==> config.mk <==
export PLATFORM = sky130hd
export DESIGN_NAME = frame_payload_extractor
export DESIGN_NICKNAME = d
export VERILOG_FILES = /design/src/rtl/frame_payload_extractor.sv
export SDC_FILE = /design/constraint.sdc
export NUM_CORES = 1
export LEC_CHECK = 0
export CORE_UTILIZATION = 42
export CTS_BUF_LIST = sky130_fd_sc_hd__clkbuf_16
export CTS_CLUSTER_SIZE = 24
export DETAILED_ROUTE_END_ITERATION = 12
export PLACE_DENSITY = 0.55
export SLEW_MARGIN = 20
export SYNTH_ARGS = -nofsm -noshare
export SYNTH_HDL_FRONTEND = slang
export SYNTH_SLANG_ARGS = --single-unit
==> constraint.sdc <==
create_clock -name clk -period 5.7 [get_ports clk]
set_clock_uncertainty 0.2 [all_clocks]
set_input_delay 0.57 -clock clk [delete_from_list [all_inputs] [get_ports clk]]
set_output_delay 0.57 -clock clk [all_outputs]
set_load 0.05 [all_outputs]
==> src/rtl/frame_payload_extractor.sv <==
// Extracts PAYLOAD_LEN payload bytes from aligned frames into a commit/rewind FIFO
// with a first-word fall-through output stream. Optional counters: define FPE_STATS_EN.
module frame_payload_extractor #(
    parameter int PAYLOAD_LEN = 10,
    parameter int FIFO_AW     = 5
) (
    input  logic               clk,
    input  logic               reset,
    input  logic [7:0]         rx_data,
    input  logic [3:0]         fr_byte_position,
    input  logic               frame_detect,
    output logic [7:0]         out_data,
    output logic               out_valid,
    input  logic               out_ready,
    output logic               out_sof,
    output logic               out_eof,
    output logic               out_type,
    output logic [FIFO_AW:0]   fifo_level,
    output logic [7:0]         frame_ok_cnt,
    output logic [7:0]         frame_drop_cnt
);

    localparam int DEPTH = 2 ** FIFO_AW;
    localparam logic [FIFO_AW:0] DEPTH_V = (FIFO_AW + 1)'(DEPTH);
    localparam logic [FIFO_AW:0] LEN_V   = (FIFO_AW + 1)'(PAYLOAD_LEN);
    localparam logic [3:0]       LEN_P   = 4'(PAYLOAD_LEN);

    typedef enum logic [1:0] {HUNT, COLLECT, DROP} state_t;

    state_t             state, state_nx;
    logic [FIFO_AW:0]   wr_ptr, commit_ptr, rd_ptr;
    logic [FIFO_AW:0]   wr_nx, commit_nx;
    logic [FIFO_AW:0]   used, free;
    logic [3:0]         exp_pos, exp_nx;
    logic               type_q, type_nx;
    logic               we, ok_inc, hunt_eval, start, room;
    logic [1:0]         drop_add;
    logic [10:0]        mem [DEPTH];
    logic [10:0]        head;

    assign used  = commit_ptr - rd_ptr;
    assign free  = DEPTH_V - used;
    assign room  = free >= LEN_V;
    assign start = (fr_byte_position == 4'd0) && (rx_data == 8'hAF || rx_data == 8'hBA);

    always_comb begin
        state_nx  = state;
        wr_nx     = wr_ptr;
        commit_nx = commit_ptr;
        exp_nx    = exp_pos;
        type_nx   = type_q;
        we        = 1'b0;
        ok_inc    = 1'b0;
        drop_add  = 2'd0;
        hunt_eval = 1'b0;
        case (state)
            HUNT: hunt_eval = 1'b1;
            COLLECT: begin
                if (frame_detect && fr_byte_position == exp_pos) begin
                    we     = 1'b1;
                    wr_nx  = wr_ptr + 1'b1;
                    exp_nx = exp_pos + 4'd1;
                    if (exp_pos == LEN_P) begin
                        commit_nx = wr_ptr + 1'b1;
                        ok_inc    = 1'b1;
                        state_nx  = HUNT;
                    end
                end else begin
                    // Abort rewinds, then the same byte may open a new frame.
                    wr_nx     = commit_ptr;
                    drop_add  = 2'd1;
                    state_nx  = HUNT;
                    hunt_eval = 1'b1;
                end
            end
            DROP: begin
                if (fr_byte_position == LEN_P || !frame_detect)
                    state_nx = HUNT;
            end
            default: state_nx = HUNT;
        endcase
        if (hunt_eval && start && frame_detect) begin
            if (room) begin
                state_nx = COLLECT;
                type_nx  = (rx_data == 8'hBA);
                exp_nx   = 4'd1;
            end else begin
                state_nx = DROP;
                drop_add = drop_add + 2'd1;
            end
        end
    end

    always_ff @(posedge clk) begin
        if (reset) begin
            state      <= HUNT;
            wr_ptr     <= '0;
            commit_ptr <= '0;
            rd_ptr     <= '0;
            exp_pos    <= 4'd1;
            type_q     <= 1'b0;
        end else begin
            state      <= state_nx;
            wr_ptr     <= wr_nx;
            commit_ptr <= commit_nx;
            exp_pos    <= exp_nx;
            type_q     <= type_nx;
            if (out_valid && out_ready)
                rd_ptr <= rd_ptr + 1'b1;
        end
    end

    always_ff @(posedge clk) begin
        if (we)
            mem[wr_ptr[FIFO_AW-1:0]] <= {type_q, exp_pos == LEN_P, exp_pos == 4'd1, rx_data};
    end

    assign head       = mem[rd_ptr[FIFO_AW-1:0]];
    assign out_valid  = (commit_ptr != rd_ptr);
    assign out_data   = head[7:0];
    assign out_sof    = head[8];
    assign out_eof    = head[9];
    assign out_type   = head[10];
    assign fifo_level = used;

`ifdef FPE_STATS_EN
    logic [7:0] ok_cnt, drop_cnt;
    logic [8:0] drop_sum;

    assign drop_sum = {1'b0, drop_cnt} + 9'(drop_add);

    always_ff @(posedge clk) begin
        if (reset) begin
            ok_cnt   <= '0;
            drop_cnt <= '0;
        end else begin
            if (ok_inc && ok_cnt != 8'hFF)
                ok_cnt <= ok_cnt + 8'd1;
            drop_cnt <= (drop_sum > 9'd255) ? 8'hFF : drop_sum[7:0];
        end
    end

    assign frame_ok_cnt   = ok_cnt;
    assign frame_drop_cnt = drop_cnt;
`else
    logic stats_unused;
    assign stats_unused   = ^{ok_inc, drop_add};
    assign frame_ok_cnt   = '0;
    assign frame_drop_cnt = '0;
`endif

endmodule
==> results <==
- Across the run, the number of max-cap violations was 0.
- The most area-hungry cell type in the Yosys netlist is sky130_fd_sc_hd__edfxtp_1.
- The cell area that synthesis handed to floorplanning was 15400 sq um.
- The count of warnings emitted by yosys is 0.
- In this run the worst path has a maximum fanout of 33.
- The timing-limited maximum frequency is 216 MHz.
- The chip height is 194 um.
- The share of total power in the clock network is 43.7%.
- The number of top-level pins is 50.
- The iteration-0 DRC count of the detailed router is 691.
- The remaining global-route overflow is 0.
- The hold path depth is 2.
- Combinational cells account for 1.5% of the total power.
- The critical path in this run is classified as register to output port.
- The actual slew at the worst max-slew pin is 1.05 ns.
- The die outline area is 37500 sq um.
- For this run, design rule violations remaining after detail routing come to 0.
- The total number of clock tree sinks is 382.
- The count of final hold-check violations is 0.
- TritonCTS built the clock tree.
- The total power consumption of the routed design is 5.55 mW.
- After detailed routing, the number of vias per cell comes to 5.67.
- The count of cells in the finished layout, fillers not included, comes to 1344.
- The number of antenna-violating nets in the routed design is 0.
- The area share of the leading cell type in the synthesized netlist is 68.5%.
- In the final layout, the multi-input gates occupy 4010 sq um.
- The family of cells with the greatest summed delay on the critical path is multiplexers.
- The floorplan row count is 69.
- Setup violations remaining at the end of the flow were counted as 0.
- The signal on the critical path passes through buf_12, mux4_2, mux4_2, mux2_2, clkdlybuf4s50_1.
- Counting along the longest clock path gives a buffer depth of 3.
- The final layout contains routed wiring with a total length of 35000 um.
- Across all register-to-register paths, the minimum setup slack is 1.72 ns.
- STA classifies the critical path startpoint as a register.
- The setup TNS after final layout is 0 ns.
- The minimum setup slack in the final design is 1.06 ns.
- The cell leakage power is 5.51 nW.
- The worst pin sits at a relative slew slack of 29.7%.
- The number of antenna diodes in the final layout is 0.
- The combined flip-flop and latch cell area is 11200 sq um.
- The number of detailed-routing iterations run before antenna repair is 5.
- The final-layout fill cell count is 2874.
- Clock tree synthesis inserted a total of 40 buffers.
- Averaged over all synthesized cells, the footprint is 19.9 sq um.
- The number of antenna violations at the first check in global routing is 0.
- After detailed routing, the average wire length per cell comes to 26.0 um.
- STA puts the critical path data required time at 4.93 ns.
- The min-delay analysis places its worst path in the category register to register.
- The run finished with clean final reports.
- The area of the core is 35800 sq um.
- After technology mapping, the gate count stands at 777.
- For hold timing, the worst endpoint is wr_ptr[5]$_SDFFE_PP0N_.
- The finished cells cover 17600 sq um.
- The dominant cell type by count on the critical path is sky130_fd_sc_hd__mux4_2.
- On the final layout, the worst hold slack is 0.311 ns.
- The net count of the finished layout is 885.
- In this run, post-CTS hold repair placed 0 buffers.
- The count of final max-slew check failures is 0.
- The count of cell types in the netlist is 55.
- The clock network latency to the later pin of the worst-skew pair is 0.51 ns.
- The endpoint of the lowest-slack register-to-register path is mem[23][7]$_DFFE_PP_.
- STA puts the critical path data arrival time at 3.87 ns.
- Counting buffers and inverters, the worst setup path is 5 cells deep.
- The number of buffers and inverters on the critical path is 2.
- The congestion estimate from routability-driven global placement came to 0.824.
- The final critical-path share of the clock period is 81.4%.
- Among all flip-flop cells after synthesis, the most frequent one is sky130_fd_sc_hd__edfxtp_1.
- The number of synthesized flops with an enable pin is 352.
- The switching power as a share of total power is 19.8%.
- The starting density of the core is 43.1%.
- For this design the ratio of total power to cell area is 315 nW/um^2.
- The total of flip-flops plus latches after synthesis is 382.
- The global-route wire length before repair is 52400 um.
- Subtracting the final worst setup slack from the clock period gives 4.64 ns.
- The final core area utilization is 49.2%.
- The overall track demand over capacity in global routing is 19.2%.
- The fraction of synthesis flops using an asynchronous set or reset pin is 0%.
- After clock tree synthesis, the clock-pin slew on the worst setup and hold paths is 0.06 ns.
- The number of cells in the design after placement is 1272.
- The number of buffers inserted by post-CTS setup repair is 0.
- The number of cells on the worst reg-to-reg path is 6.
- The total number of vias is 7621.
- The type of element capturing the critical path is an output port.
- The source of the worst hold timing path is wr_ptr[5]$_SDFFE_PP0N_.
- The post-placement worst setup slack is 1.05 ns.
- The share of post-route cells with drive strength above 1 is 25.7%.
- Detailed placement ended at an HPWL of 22100 um.
- Sorting the synthesized cells by area gives the leading types as sky130_fd_sc_hd__edfxtp_1, sky130_fd_sc_hd__mux4_2, sky130_fd_sc_hd__dfxtp_1.
- The overall die width is 194 um.
- The relative contribution of sequential cells to total power is 54.9%.
- The maximum number of pins on one net before global-route repair is 66.
- The launch instance of the worst register-to-register path is exp_pos[1]$_SDFF_PP0_.
- Relative to the synthesized area, the layout overhead comes to 14.2%.
- The internal power of the cells totals 4.45 mW.
- Setup repair after global routing left no endpoint under its margin.
- Input and output buffers added on the ports amount to 33.
- The master of the slowest instance on the critical path is sky130_fd_sc_hd__dfxtp_4.
- The delay contributed by the slowest stage of the critical path is 0.76 ns.
- CTS built an H-tree with a depth of 2.
- The cell area reported after detailed placement is 16400 sq um.
- The sequential area share after synthesis is 72.4%.
- The count of instances resized after the clock tree is built is 0.
- The analysis attributes to net switching a power of 1.10 mW.
- The worst vdd rail ir drop is 0.000174 V.
- The clock root buffer is sky130_fd_sc_hd__clkbuf_16.
- The via count of the first global-routing pass is 7810.
## Yosys cell counts (all sizes together), types with 2 or more instances
library cell	instances
edfxtp	352
and3	5
o21ai	5
nor3	5
xnor2	11
inv	15
ha	15
mux2	12
and2	2
nor2	59
nand3b	4
nor3b	3
a21oi	10
buf	26
nand4	4
mux2i	4
xor2	9
clkbuf	23
dfxtp	30
nor4	3
mux4	110
o31a	2
or2	3
or3	4
nor2b	3
o31ai	3
nand2b	2
a211oi	6
nand2	18
a2bb2oi	2
nand3	9
or3b	2
## layout make-up
class | count | share of cell area (%)
Sequential cell | 382 | 63.4
Tap cell | 461 | 3.27
Clock buffer | 41 | 5.82
Timing Repair Buffer | 68 | 3.32
Inverter | 15 | 0.319
Clock inverter | 31 | 1.11
Multi-Input combinational cell | 346 | 22.7
## routing by layer
layer	part of all wire (%)	GRT usage, %	wire, um
met1	45	28.0	15600
met2	48	30.2	16800
met4	1.1	3.59	393
met5	0	0	0
met3	6.4	3.84	2230
## worst max-delay path by stage
stage / start / end / slack (ns)
after floorplan: commit_ptr[0]$_SDFFE_PP0P_ / type_q$_SDFFE_PP0P_ / 2.44
after global placement: fr_byte_position[1] / mem[17][5]$_DFFE_PP_ / 1.19
after detailed placement: fr_byte_position[1] / mem[17][2]$_DFFE_PP_ / 1.05
after CTS: register / out_data[6] / 0.98
after global routing: register / out_data[6] / 0.88
final: register / out_data[6] / 1.06
## worst register-to-register path: cells and delay by family (launching register included)
family                    cells  cell delay, ns
and+or+nand+nor               5            2.87
xor gates and xnor gates      1            0.11
DFF                           1            0.45
## cells by family (layout without fill, tap and decap cells)
logic type / count (synthesis) / count (layout) / share of synthesized area [%]
flops: 382 / 382 / 72.4
simple gates: 130 / 130 / 4.09
other cells: 1 / 16 / 0.0243
mux: 126 / 126 / 17.2
fa+ha+maj: 16 / 16 / 1.35
buf+inv: 64 / 155 / 2.09
compound gates: 38 / 38 / 1.75
xor+xnor: 20 / 20 / 1.13
## power by group through the flow
stage               registers (mW)  logic, mW  clock network [mW]
global placement              3.10     0.0809                   0
floorplan                     3.10     0.0374                   0
detailed placement            3.10     0.0837                   0
global route                  3.04     0.0870                2.57
CTS                           3.04     0.0833                2.47
finish                        3.04     0.0816                2.42
## cell usage in the layout (no fill, tap or decap), types with 3 or more instances in the layout
master	instances
sky130_fd_sc_hd__a21oi_1	10
sky130_fd_sc_hd__dfxtp_1	27
sky130_fd_sc_hd__nor2b_1	3
sky130_fd_sc_hd__xor2_1	9
sky130_fd_sc_hd__ha_1	15
sky130_fd_sc_hd__clkdlybuf4s50_1	29
sky130_fd_sc_hd__nand2_1	18
sky130_fd_sc_hd__mux2i_1	4
sky130_fd_sc_hd__mux2_2	11
sky130_fd_sc_hd__xnor2_1	11
sky130_fd_sc_hd__o21ai_0	5
sky130_fd_sc_hd__buf_2	4
sky130_fd_sc_hd__inv_1	22
sky130_fd_sc_hd__clkinvlp_4	3
sky130_fd_sc_hd__mux4_2	110
sky130_fd_sc_hd__or3_1	4
sky130_fd_sc_hd__nand3b_1	4
sky130_fd_sc_hd__conb_1	16
sky130_fd_sc_hd__clkinv_2	8
sky130_fd_sc_hd__clkinv_1	10
sky130_fd_sc_hd__a211oi_1	6
sky130_fd_sc_hd__clkbuf_16	41
sky130_fd_sc_hd__nor4_1	3
sky130_fd_sc_hd__and3_1	5
sky130_fd_sc_hd__nand4_1	4
sky130_fd_sc_hd__buf_4	34
sky130_fd_sc_hd__nor3_1	4
sky130_fd_sc_hd__nand3_1	9
sky130_fd_sc_hd__nor2_1	59
sky130_fd_sc_hd__o31ai_1	3
sky130_fd_sc_hd__edfxtp_1	352
## registers in the layout, summed over array words and instances, names as in the netlist, named ones only
register,cells
type_q,1
rd_ptr,6
exp_pos,4
wr_ptr,6
mem,352
commit_ptr,6
state,2
(Power assumes the default switching activity.)
